**config.mk**
```make
export PLATFORM = sky130hd
export DESIGN_NAME = psram_byte_bridge
export DESIGN_NICKNAME = d
export VERILOG_FILES = /design/src/rtl/psram_byte_bridge.sv
export SDC_FILE = /design/constraint.sdc
export NUM_CORES = 1
export LEC_CHECK = 0
export ABC_AREA = 1
export CAP_MARGIN = 20
export CORE_UTILIZATION = 27
export DETAILED_ROUTE_END_ITERATION = 12
export DONT_BUFFER_PORTS = 1
export PLACE_DENSITY = 0.51
export SLEW_MARGIN = 40
export SYNTH_ARGS = -nofsm -noshare
export SYNTH_HDL_FRONTEND = slang
export SYNTH_SLANG_ARGS = --single-unit
export TNS_END_PERCENT = 5
```
**constraint.sdc**
```tcl
create_clock -name clk -period 4.2 [get_ports clk]
set_input_delay 0.84 -clock clk [delete_from_list [all_inputs] [get_ports clk]]
set_output_delay 0.84 -clock clk [all_outputs]
set_load 0.1 [all_outputs]
```
**src/rtl/psram_byte_bridge.sv**
```systemverilog
// -----------------------------------------------------------------------------
// psram_byte_bridge
//
// Byte-level front end for the PSRAM controller. Accepts byte reads (cart bus)
// and byte writes (ROM loader), serialises them into single-cycle strobes on
// the controller's word port, waits out mem_busy and returns the addressed
// byte. Reads win over writes. A watchdog aborts any access the controller
// never finishes.
//
// Optional feature: define PSRAM_BRIDGE_CACHE_EN to add a one-entry word cache
// (tag = addr[21:1]). Read hits complete without touching the PSRAM. Without
// the macro every read goes through ISSUE/WAIT.
//
// Parameters
//   TIMEOUT   max cycles spent in WAIT before the access is aborted
//   ERR_BYTE  byte returned on rd_data for a read that timed out
//
// Ports
//   clk, reset          clock, asynchronous active-high reset
//   ready               a new request may be presented this cycle
//   rd_req/rd_addr      read request, sampled only while ready=1
//   rd_data/rd_valid    returned byte (held) and one-cycle completion pulse
//   wr_req/wr_addr/wr_data  write request, sampled only while ready=1
//   wr_ack              one-cycle write completion pulse
//   timeout_err         pulses with rd_valid/wr_ack when the access aborted
//   mem_read/mem_write  one-cycle strobes to the controller
//   mem_addr/mem_din    byte address and write word {wr_data, wr_data}
//   mem_byte_write      constant 1: every write is a byte write
//   mem_dout/mem_busy   last read word and busy flag from the controller
// -----------------------------------------------------------------------------
module psram_byte_bridge #(
  parameter int         TIMEOUT  = 4096,
  parameter logic [7:0] ERR_BYTE = 8'hFF
) (
  input  logic        clk,
  input  logic        reset,
  output logic        ready,
  input  logic        rd_req,
  input  logic [21:0] rd_addr,
  output logic [7:0]  rd_data,
  output logic        rd_valid,
  input  logic        wr_req,
  input  logic [21:0] wr_addr,
  input  logic [7:0]  wr_data,
  output logic        wr_ack,
  output logic        timeout_err,
  output logic        mem_read,
  output logic        mem_write,
  output logic [21:0] mem_addr,
  output logic [15:0] mem_din,
  output logic        mem_byte_write,
  input  logic [15:0] mem_dout,
  input  logic        mem_busy
);

  localparam int CW = $clog2(TIMEOUT + 1);

  typedef enum logic [1:0] {IDLE, ISSUE, WAIT} state_t;

  typedef struct packed {
    logic [21:0] addr;
    logic [7:0]  data;
  } wr_req_t;

  state_t        state, state_nxt;
  logic          rd_pend, wr_pend;
  logic [21:0]   rd_addr_q;
  wr_req_t       wr_q;
  logic          op_rd;        // access in flight is a read
  logic [CW-1:0] wdog;

  logic          acc_rd, acc_wr;
  logic          start_rd, start_wr, done, abort;

  // cache hooks; tied off when the cache is not built
  logic          hit_now;      // rd_addr hits the cache this cycle
  logic [7:0]    hit_byte;
  logic          hit_pend;     // rd_pend is held only to cover a hit's pulse

  assign acc_rd = ready & rd_req;
  assign acc_wr = ready & wr_req;

  // ---------------------------------------------------------------------------
  // FSM: state register
  // ---------------------------------------------------------------------------
  always_ff @(posedge clk or posedge reset) begin
    if (reset) state <= IDLE;
    else       state <= state_nxt;
  end

  // ---------------------------------------------------------------------------
  // FSM: next state
  // ---------------------------------------------------------------------------
  always_comb begin
    state_nxt = state;
    start_rd  = 1'b0;
    start_wr  = 1'b0;
    done      = 1'b0;
    abort     = 1'b0;
    unique case (state)
      IDLE: begin
        if (rd_pend && !hit_pend) begin
          start_rd  = 1'b1;
          state_nxt = ISSUE;
        end else if (wr_pend) begin
          start_wr  = 1'b1;
          state_nxt = ISSUE;
        end
      end
      // busy is not looked at here: the controller raises it on the next edge
      ISSUE: state_nxt = WAIT;
      WAIT: begin
        if (!mem_busy) begin
          done      = 1'b1;
          state_nxt = IDLE;
        end else if (wdog == CW'(TIMEOUT - 1)) begin
          abort     = 1'b1;
          state_nxt = IDLE;
        end
      end
      default: state_nxt = IDLE;
    endcase
  end

  // ---------------------------------------------------------------------------
  // FSM: outputs
  // ---------------------------------------------------------------------------
  always_comb begin
    // reset gates ready so nothing is accepted while the controller is held
    ready          = !reset && (state == IDLE) && !mem_busy && !rd_pend && !wr_pend;
    mem_read       = (state == ISSUE) &&  op_rd;
    mem_write      = (state == ISSUE) && !op_rd;
    mem_din        = {wr_q.data, wr_q.data};
    mem_byte_write = 1'b1;
  end

  // ---------------------------------------------------------------------------
  // Request capture, access tracking, completion pulses
  // ---------------------------------------------------------------------------
  always_ff @(posedge clk or posedge reset) begin
    if (reset) begin
      rd_pend     <= 1'b0;
      wr_pend     <= 1'b0;
      rd_addr_q   <= '0;
      wr_q        <= '0;
      op_rd       <= 1'b0;
      wdog        <= '0;
      mem_addr    <= '0;
      rd_data     <= '0;
      rd_valid    <= 1'b0;
      wr_ack      <= 1'b0;
      timeout_err <= 1'b0;
    end else begin
      rd_valid    <= 1'b0;
      wr_ack      <= 1'b0;
      timeout_err <= 1'b0;

      if (acc_rd) begin
        rd_pend   <= 1'b1;
        rd_addr_q <= rd_addr;
        // a cache hit answers straight away; rd_pend stays up one more
        // cycle so ready does not return alongside rd_valid
        if (hit_now) begin
          rd_valid <= 1'b1;
          rd_data  <= hit_byte;
        end
      end
      if (acc_wr) begin
        wr_pend   <= 1'b1;
        wr_q.addr <= wr_addr;
        wr_q.data <= wr_data;
      end

      if (state == IDLE && hit_pend) rd_pend <= 1'b0;

      if (start_rd) begin
        op_rd    <= 1'b1;
        mem_addr <= rd_addr_q;
      end
      if (start_wr) begin
        op_rd    <= 1'b0;
        mem_addr <= wr_q.addr;
      end

      if (state == ISSUE)     wdog <= '0;
      else if (state == WAIT) wdog <= wdog + CW'(1);

      if (done || abort) begin
        timeout_err <= abort;
        if (op_rd) begin
          rd_valid <= 1'b1;
          rd_pend  <= 1'b0;
          if (abort)             rd_data <= ERR_BYTE;
          else if (rd_addr_q[0]) rd_data <= mem_dout[15:8];
          else                   rd_data <= mem_dout[7:0];
        end else begin
          wr_ack  <= 1'b1;
          wr_pend <= 1'b0;
        end
      end
    end
  end

  // ---------------------------------------------------------------------------
  // Optional one-entry word cache
  // ---------------------------------------------------------------------------
`ifdef PSRAM_BRIDGE_CACHE_EN
  logic        c_vld;
  logic [20:0] c_tag;
  logic [15:0] c_word;

  assign hit_now  = c_vld && (c_tag == rd_addr[21:1]);
  assign hit_byte = rd_addr[0] ? c_word[15:8] : c_word[7:0];

  always_ff @(posedge clk or posedge reset) begin
    if (reset) begin
      c_vld    <= 1'b0;
      c_tag    <= '0;
      c_word   <= '0;
      hit_pend <= 1'b0;
    end else begin
      if (acc_rd && hit_now)  hit_pend <= 1'b1;
      else if (state == IDLE) hit_pend <= 1'b0;

      // every completed miss refills; a timed-out read leaves nothing trustworthy
      if (op_rd && done) begin
        c_vld  <= 1'b1;
        c_tag  <= rd_addr_q[21:1];
        c_word <= mem_dout;
      end else if (op_rd && abort) begin
        c_vld  <= 1'b0;
      end

      // keep the cached word coherent with writes going out to the PSRAM
      if (start_wr && c_vld && (c_tag == wr_q.addr[21:1])) begin
        if (wr_q.addr[0]) c_word[15:8] <= wr_q.data;
        else              c_word[7:0]  <= wr_q.data;
      end
    end
  end
`else
  assign hit_now  = 1'b0;
  assign hit_byte = '0;
  assign hit_pend = 1'b0;
`endif

  // ---------------------------------------------------------------------------
  // Interface properties
  // ---------------------------------------------------------------------------
  a_one_strobe: assert property (@(posedge clk) disable iff (reset)
    !(mem_read && mem_write));
  a_ready_idle: assert property (@(posedge clk) disable iff (reset)
    ready |-> (state == IDLE));

endmodule

```
==> flow_summary_export.csv, run 1 <==
group,metric,value,unit
outcome,status,"finished, final reports clean",
die,initial_core_util,28.0,%
sta,min_period,2.85,ns
synthesis,synthesis.area,4690,um2
clocking,cts_resized,0,
die,fp.dieW,134,um
setup_path,slowest_stage,"buf_4",
layout,fin_util,31.1,%
synthesis,ys_types,23,
sta,setup_viol,0,
synthesis,synth_top_cell_by_area,"dfrtp_1",
clocking,cts.sinks,103,
layout,syn_to_final_growth,11.3,%
routing,drtPass1Iterations,6,
setup_path,reg2regPathDepth,9,
layout,final_common_cell,"nand2_1",
routing,drt_iter0_drc,123,
synthesis,avgSynthCellArea,8.48,um2
routing,postRouteAntennaNets,0,
sta,worst_pin_slew,0.876,ns
sta,rsz0062_at_grt,"false",
sta,fin_skew,0.0130,ns
placement,place_congestion,0.833,
grt,grt_pass1_vias,3509,
routing,met2_length,5180,um
die,die-area,17900,um2
setup_path,cp.depth,5,
placement,portBuffers,0,
sta,setup_tns,0,ns
synthesis,yosys_warnings,0,
routing,via_per_inst,4.71,
synthesis,synth_top_area_share,55.0,%
setup_path,cp.arrival,2.01,ns
clocking,cts_tree,"built",
sta,fin_ws,1.35,ns
clocking,clkLatencyLatePin,0.36,ns
clocking,numCtsBuffers,9,
grt,overflow,0,
routing,m1WireLength,5180,um
routing,drt-total-wl,11600,um
placement,dp_hpwl,8080,um
sta,finalHoldViolCount,0,
setup_path,r2r-start,"state[0]$_DFFE_PP0P_",
synthesis,ys_seq_area_share,55.0,%
grt,grt_max_degree,63,
synthesis,syn-num-nets,631,
setup_path,worstSetupPathType,"reg -> out",
grt,grt_util_all_layers,13.5,%
sta,hold_ws,0.414,ns
setup_path,cp-startpoint,"state[0]$_DFFE_PP0P_",
layout,drive_gt1_share,13.3,%
routing,drc,0,
die,std_cell_rows,47,
setup_path,start_kind,"flop",
sta,maxSlewHeadroom,41.6,%
synthesis,ys_seq_elements,103,
grt,antenna_found_initial,1,
placement,dp_slack,1.58,ns
grt,grt_pass1_wl,18700,um
routing,wl_met3,946,um
routing,vias,3558,
clocking,clkTransAtPathRegs,0.08,ns
setup_path,worstPathCellList,"inv_1 > ha_1 > nand3_2 > nor3_4 > buf_4",
synthesis,synthTopCellsByArea,"dfrtp_1 55%, nand2_1 12%, nand3_1 8.1%",
clocking,cts-root-buf,"clkbuf_16",
setup_path,worst_ep_required_time,3.36,ns
sta,fmax,351,MHz
die,core,16800,um2
die,ioPinCount,126,
setup_path,cp_slowest_stage_delay,0.57,ns
clocking,clockBufferDepth,2,
setup_path,cp.buffers_inverters,2,
layout,layout_common_cells,"144 x nand2_1, 75 x nand3_1, 65 x dfrtp_1",
die,fp.dieH,134,um
routing,detail_route.wl_per_cell,15.3,um
synthesis,synthCells,553,
setup_path,end_kind,"output pin",
sta,period_share,67.8,%
sta,drv_slew,0,
flow_run,drv_cap,0,
setup_path,crit_family,"buffers and inverters",
setup_path,cp_max_fo,37,
clocking,cts_hold_buf,0,
min_path,hold_class,"in -> async",
clocking,post_cts_buffers,0,
clocking,htreeDepth,3,
layout,nets,608,
routing,maxUsedRoutingLayer,"met4",
[worst register-to-register path, delay by kind of cell, from the launching register on]
| family | cells | cell delay [ns] |
|---|---|---|
| AOI/OAI and AO/OA | 1 | 0.06 |
| DFF | 1 | 0.40 |
| adders and majority gates | 1 | 0.27 |
| and+or+nand+nor | 4 | 0.76 |
| buffers and inverters | 3 | 1.01 |
[stage by stage]
| step | std cells | cell area, um2 |
|---|---|---|
| final | 756 | 5220 |
| after detailed placement | 739 | 4880 |
| after CTS | 755 | 5190 |
| after floorplan | 553 | 4690 |
| after global placement | 737 | 4800 |
| after global routing | 756 | 5220 |
[synth_stat cells (all sizes together)]
master  count
nand3      78
a21oi      27
ha          5
dfrtp     103
o21ai      50
nand2     145
nand4       3
inv        46
nor3        5
a22o        1
nand3b      1
buf        24
clkbuf     18
mux2i       8
nor2       37
conb        1
nor4        1
[layout make-up]
type	instances	area (um2)
Clock inverter	7	85.1
Clock buffer	9	225
Multi-Input combinational cell	362	1730
Sequential cell	103	2650
Fill cell	1750	11500
Antenna cell	1	2.50
Inverter	46	178
Timing Repair Buffer	8	76.3
Tap cell	220	275
[flip-flops by register name (all words and copies together) (netlist names)]
name and count:
mem_addr 22, rd_addr_q 22, wr_q 22, wdog 13, mem_din 8, rd_data 8, state 2, op_rd 1
rd_pend 1, rd_valid 1, timeout_err 1, wr_ack 1, wr_pend 1
[cells by family (layout without fill, tap and decap cells)]
| logic type | count (synthesis) | in the layout | synth area share (%) |
|---|---|---|---|
| other cells | 1 | 2 | 0.0800 |
| fa+ha+maj | 5 | 5 | 1.33 |
| mux | 8 | 8 | 1.71 |
| compound gates | 78 | 78 | 8.65 |
| simple gates | 270 | 270 | 24.6 |
| flops | 103 | 103 | 55.0 |
| buf+inv | 88 | 70 | 8.60 |
[metal layers]
layer,GRT usage (%),vias to the layer above
li1,-,1724
met1,17.5,1712
met2,20.9,105
met3,3.92,17
met4,6.06,0
met5,0,-
[path summary, 6_finish.rpt]
check                                                 end  slack [ns]
worst max-delay path                                ready        1.35
min in group clk                rd_addr_q[21]$_DFFE_PP0P_        0.47
worst max register to register   rd_addr_q[7]$_DFFE_PP0P_        1.59
worst min register to register  rd_addr_q[21]$_DFFE_PP0P_        0.47
max in group asynchronous        mem_addr[18]$_DFFE_PP0P_        3.02
worst min-delay path               rd_data[5]$_DFFE_PP0P_        0.41
Power of run 1 is left out: the tool's default activity adds up to more than one toggle a clock period on the data nets, which glitch-free logic cannot reach.
==> run 2: changes to the inputs <==
- clock period: 4.2 -> 2.9 ns (I/O delays scaled with it)
==> flow_summary_export.csv, run 2 (synthesis results as in run 1) <==
group,metric,value,unit
clocking,numCtsBuffers,9,
placement,place_congestion,0.786,
grt,grt_max_degree,56,
routing,vias,3539,
routing,drc,0,
setup_path,worst_ep_required_time,2.32,ns
setup_path,cp.arrival,1.85,ns
placement,portBuffers,0,
sta,fin_ws,0.467,ns
layout,drive_gt1_share,13.6,%
routing,detail_route.wl_per_cell,15.5,um
sta,rsz0062_at_grt,"false",
sta,period_share,83.9,%
setup_path,reg2regPathDepth,9,
layout,antenna_cells,0,
sta,setup_viol,0,
sta,fmax,411,MHz
flow_run,drv_cap,0,
clocking,clockBufferDepth,2,
clocking,clkTransAtPathRegs,0.07,ns
die,initial_core_util,28.0,%
setup_path,cp_max_fo,18,
die,die-area,17900,um2
routing,postRouteAntennaNets,0,
grt,met3_usage,4.83,%
placement,dp_slack,0.612,ns
setup_path,crit_family,"buffers and inverters",
setup_path,start_kind,"flop",
sta,min_period,2.43,ns
die,fp.dieW,134,um
routing,drtPass1Iterations,4,
grt,busiest_layer,"met2",
grt,grt_util_all_layers,13.9,%
clocking,cts_resized,0,
clocking,htreeDepth,3,
die,ioPinCount,126,
die,std_cell_rows,47,
layout,nets,611,
setup_path,worstPathCellList,"inv_1 > ha_1 > nand3_2 > nor3_4 > buf_4",
sta,fin_skew,0.00692,ns
sta,drv_slew,0,
clocking,cts.sinks,103,
outcome,status,"finished, final reports clean",
grt,grt_pass1_wl,19100,um
grt,overflow,0,
layout,syn_to_final_growth,11.6,%
clocking,cts-root-buf,"clkbuf_16",
clocking,post_cts_buffers,0,
sta,finalHoldViolCount,0,
setup_path,cp.buffers_inverters,2,
die,core,16800,um2
sta,hold_ws,0.161,ns
clocking,cts_tree,"built",
layout,instances_no_fill,758,
clocking,cts_hold_buf,0,
die,fp.dieH,134,um
setup_path,cp.depth,5,
routing,drt_iter0_drc,174,
grt,met2_usage,22.9,%
setup_path,r2r-start,"state[0]$_DFFE_PP0P_",
setup_path,slowest_stage,"buf_4",
clocking,clkLatencyLatePin,0.35,ns
grt,grt_pass1_vias,3631,
layout,reg_top3,"mem_addr (22), rd_addr_q (22), wr_q (22)",
grt,use_met1,16.8,%
routing,drt-total-wl,11700,um
setup_path,cp-startpoint,"state[0]$_DFFE_PP0P_",
setup_path,worstSetupPathType,"reg -> out",
routing,via_per_inst,4.67,
setup_path,cp_slowest_stage_delay,0.43,ns
setup_path,end_kind,"output pin",
sta,worst_pin_slew,0.879,ns
placement,dp_hpwl,8080,um
layout,layout_common_cells,"145 x nand2_1, 75 x nand3_1, 64 x dfrtp_1",
sta,maxSlewHeadroom,41.5,%
placement,dp.cells,742,
min_path,hold_class,"in -> async",
sta,setup_tns,0,ns
grt,antenna_found_initial,0,
layout,final_common_cell,"nand2_1",
## run 2: cell types whose count changed in the layout (fill, tap and decap cells not counted), moves of 2 or more
cell | previous run | this run
buf_12 | 0 | 2
buf_4 | 6 | 9
clkbuf_1 | 0 | 2
clkbuf_8 | 0 | 3
clkinvlp_4 | 0 | 2
inv_6 | 5 | 0
## run 2: worst paths after layout
check / slack [ns] / endpoint
worst max-delay path: 0.47 / ready
worst min register to register: 0.47 / wr_q[16]$_DFFE_PP0P_
min in group clk: 0.37 / wr_q[9]$_DFFE_PP0P_
worst min-delay path: 0.16 / timeout_err$_DFF_PP0_
worst max register to register: 0.63 / rd_addr_q[16]$_DFFE_PP0P_
max in group asynchronous: 2.01 / mem_addr[14]$_DFFE_PP0P_
## run 2: routing by layer
metal / routed length, um / share of wire (%)
met5: 0 / 0
met4: 186 / 1.6
met3: 871 / 7.4
met2: 5610 / 48
met1: 5050 / 43
## run 2: final cells by class
class | count | area [um2]
clock buffers | 14 | 274
repair buffers | 11 | 108
flip-flops and latches | 103 | 2650
well taps | 220 | 275
inverters | 46 | 176
multi-input cells | 362 | 1710
fillers | 1763 | 11500
clock inverters | 2 | 37.5
## run 2: metrics by stage
step / utilization, % / area (um2)
6_report: 31.2 / 5230
5_1_grt: 31.2 / 5230
4_1_cts: 31.1 / 5220
3_5_place_dp: 29.3 / 4900
3_3_place_gp: 29.0 / 4860
2_1_floorplan: - / 4690
## run 2: worst reg2reg max path, delay by kind of cell (launching register included)
family	cells	cell delay, ns
buffers and inverters	3	0.82
AOI/OAI and AO/OA	1	0.06
DFF	1	0.40
adders and majority gates	1	0.23
and+or+nand+nor	4	0.63
Power of run 2 is left out for the same reason.
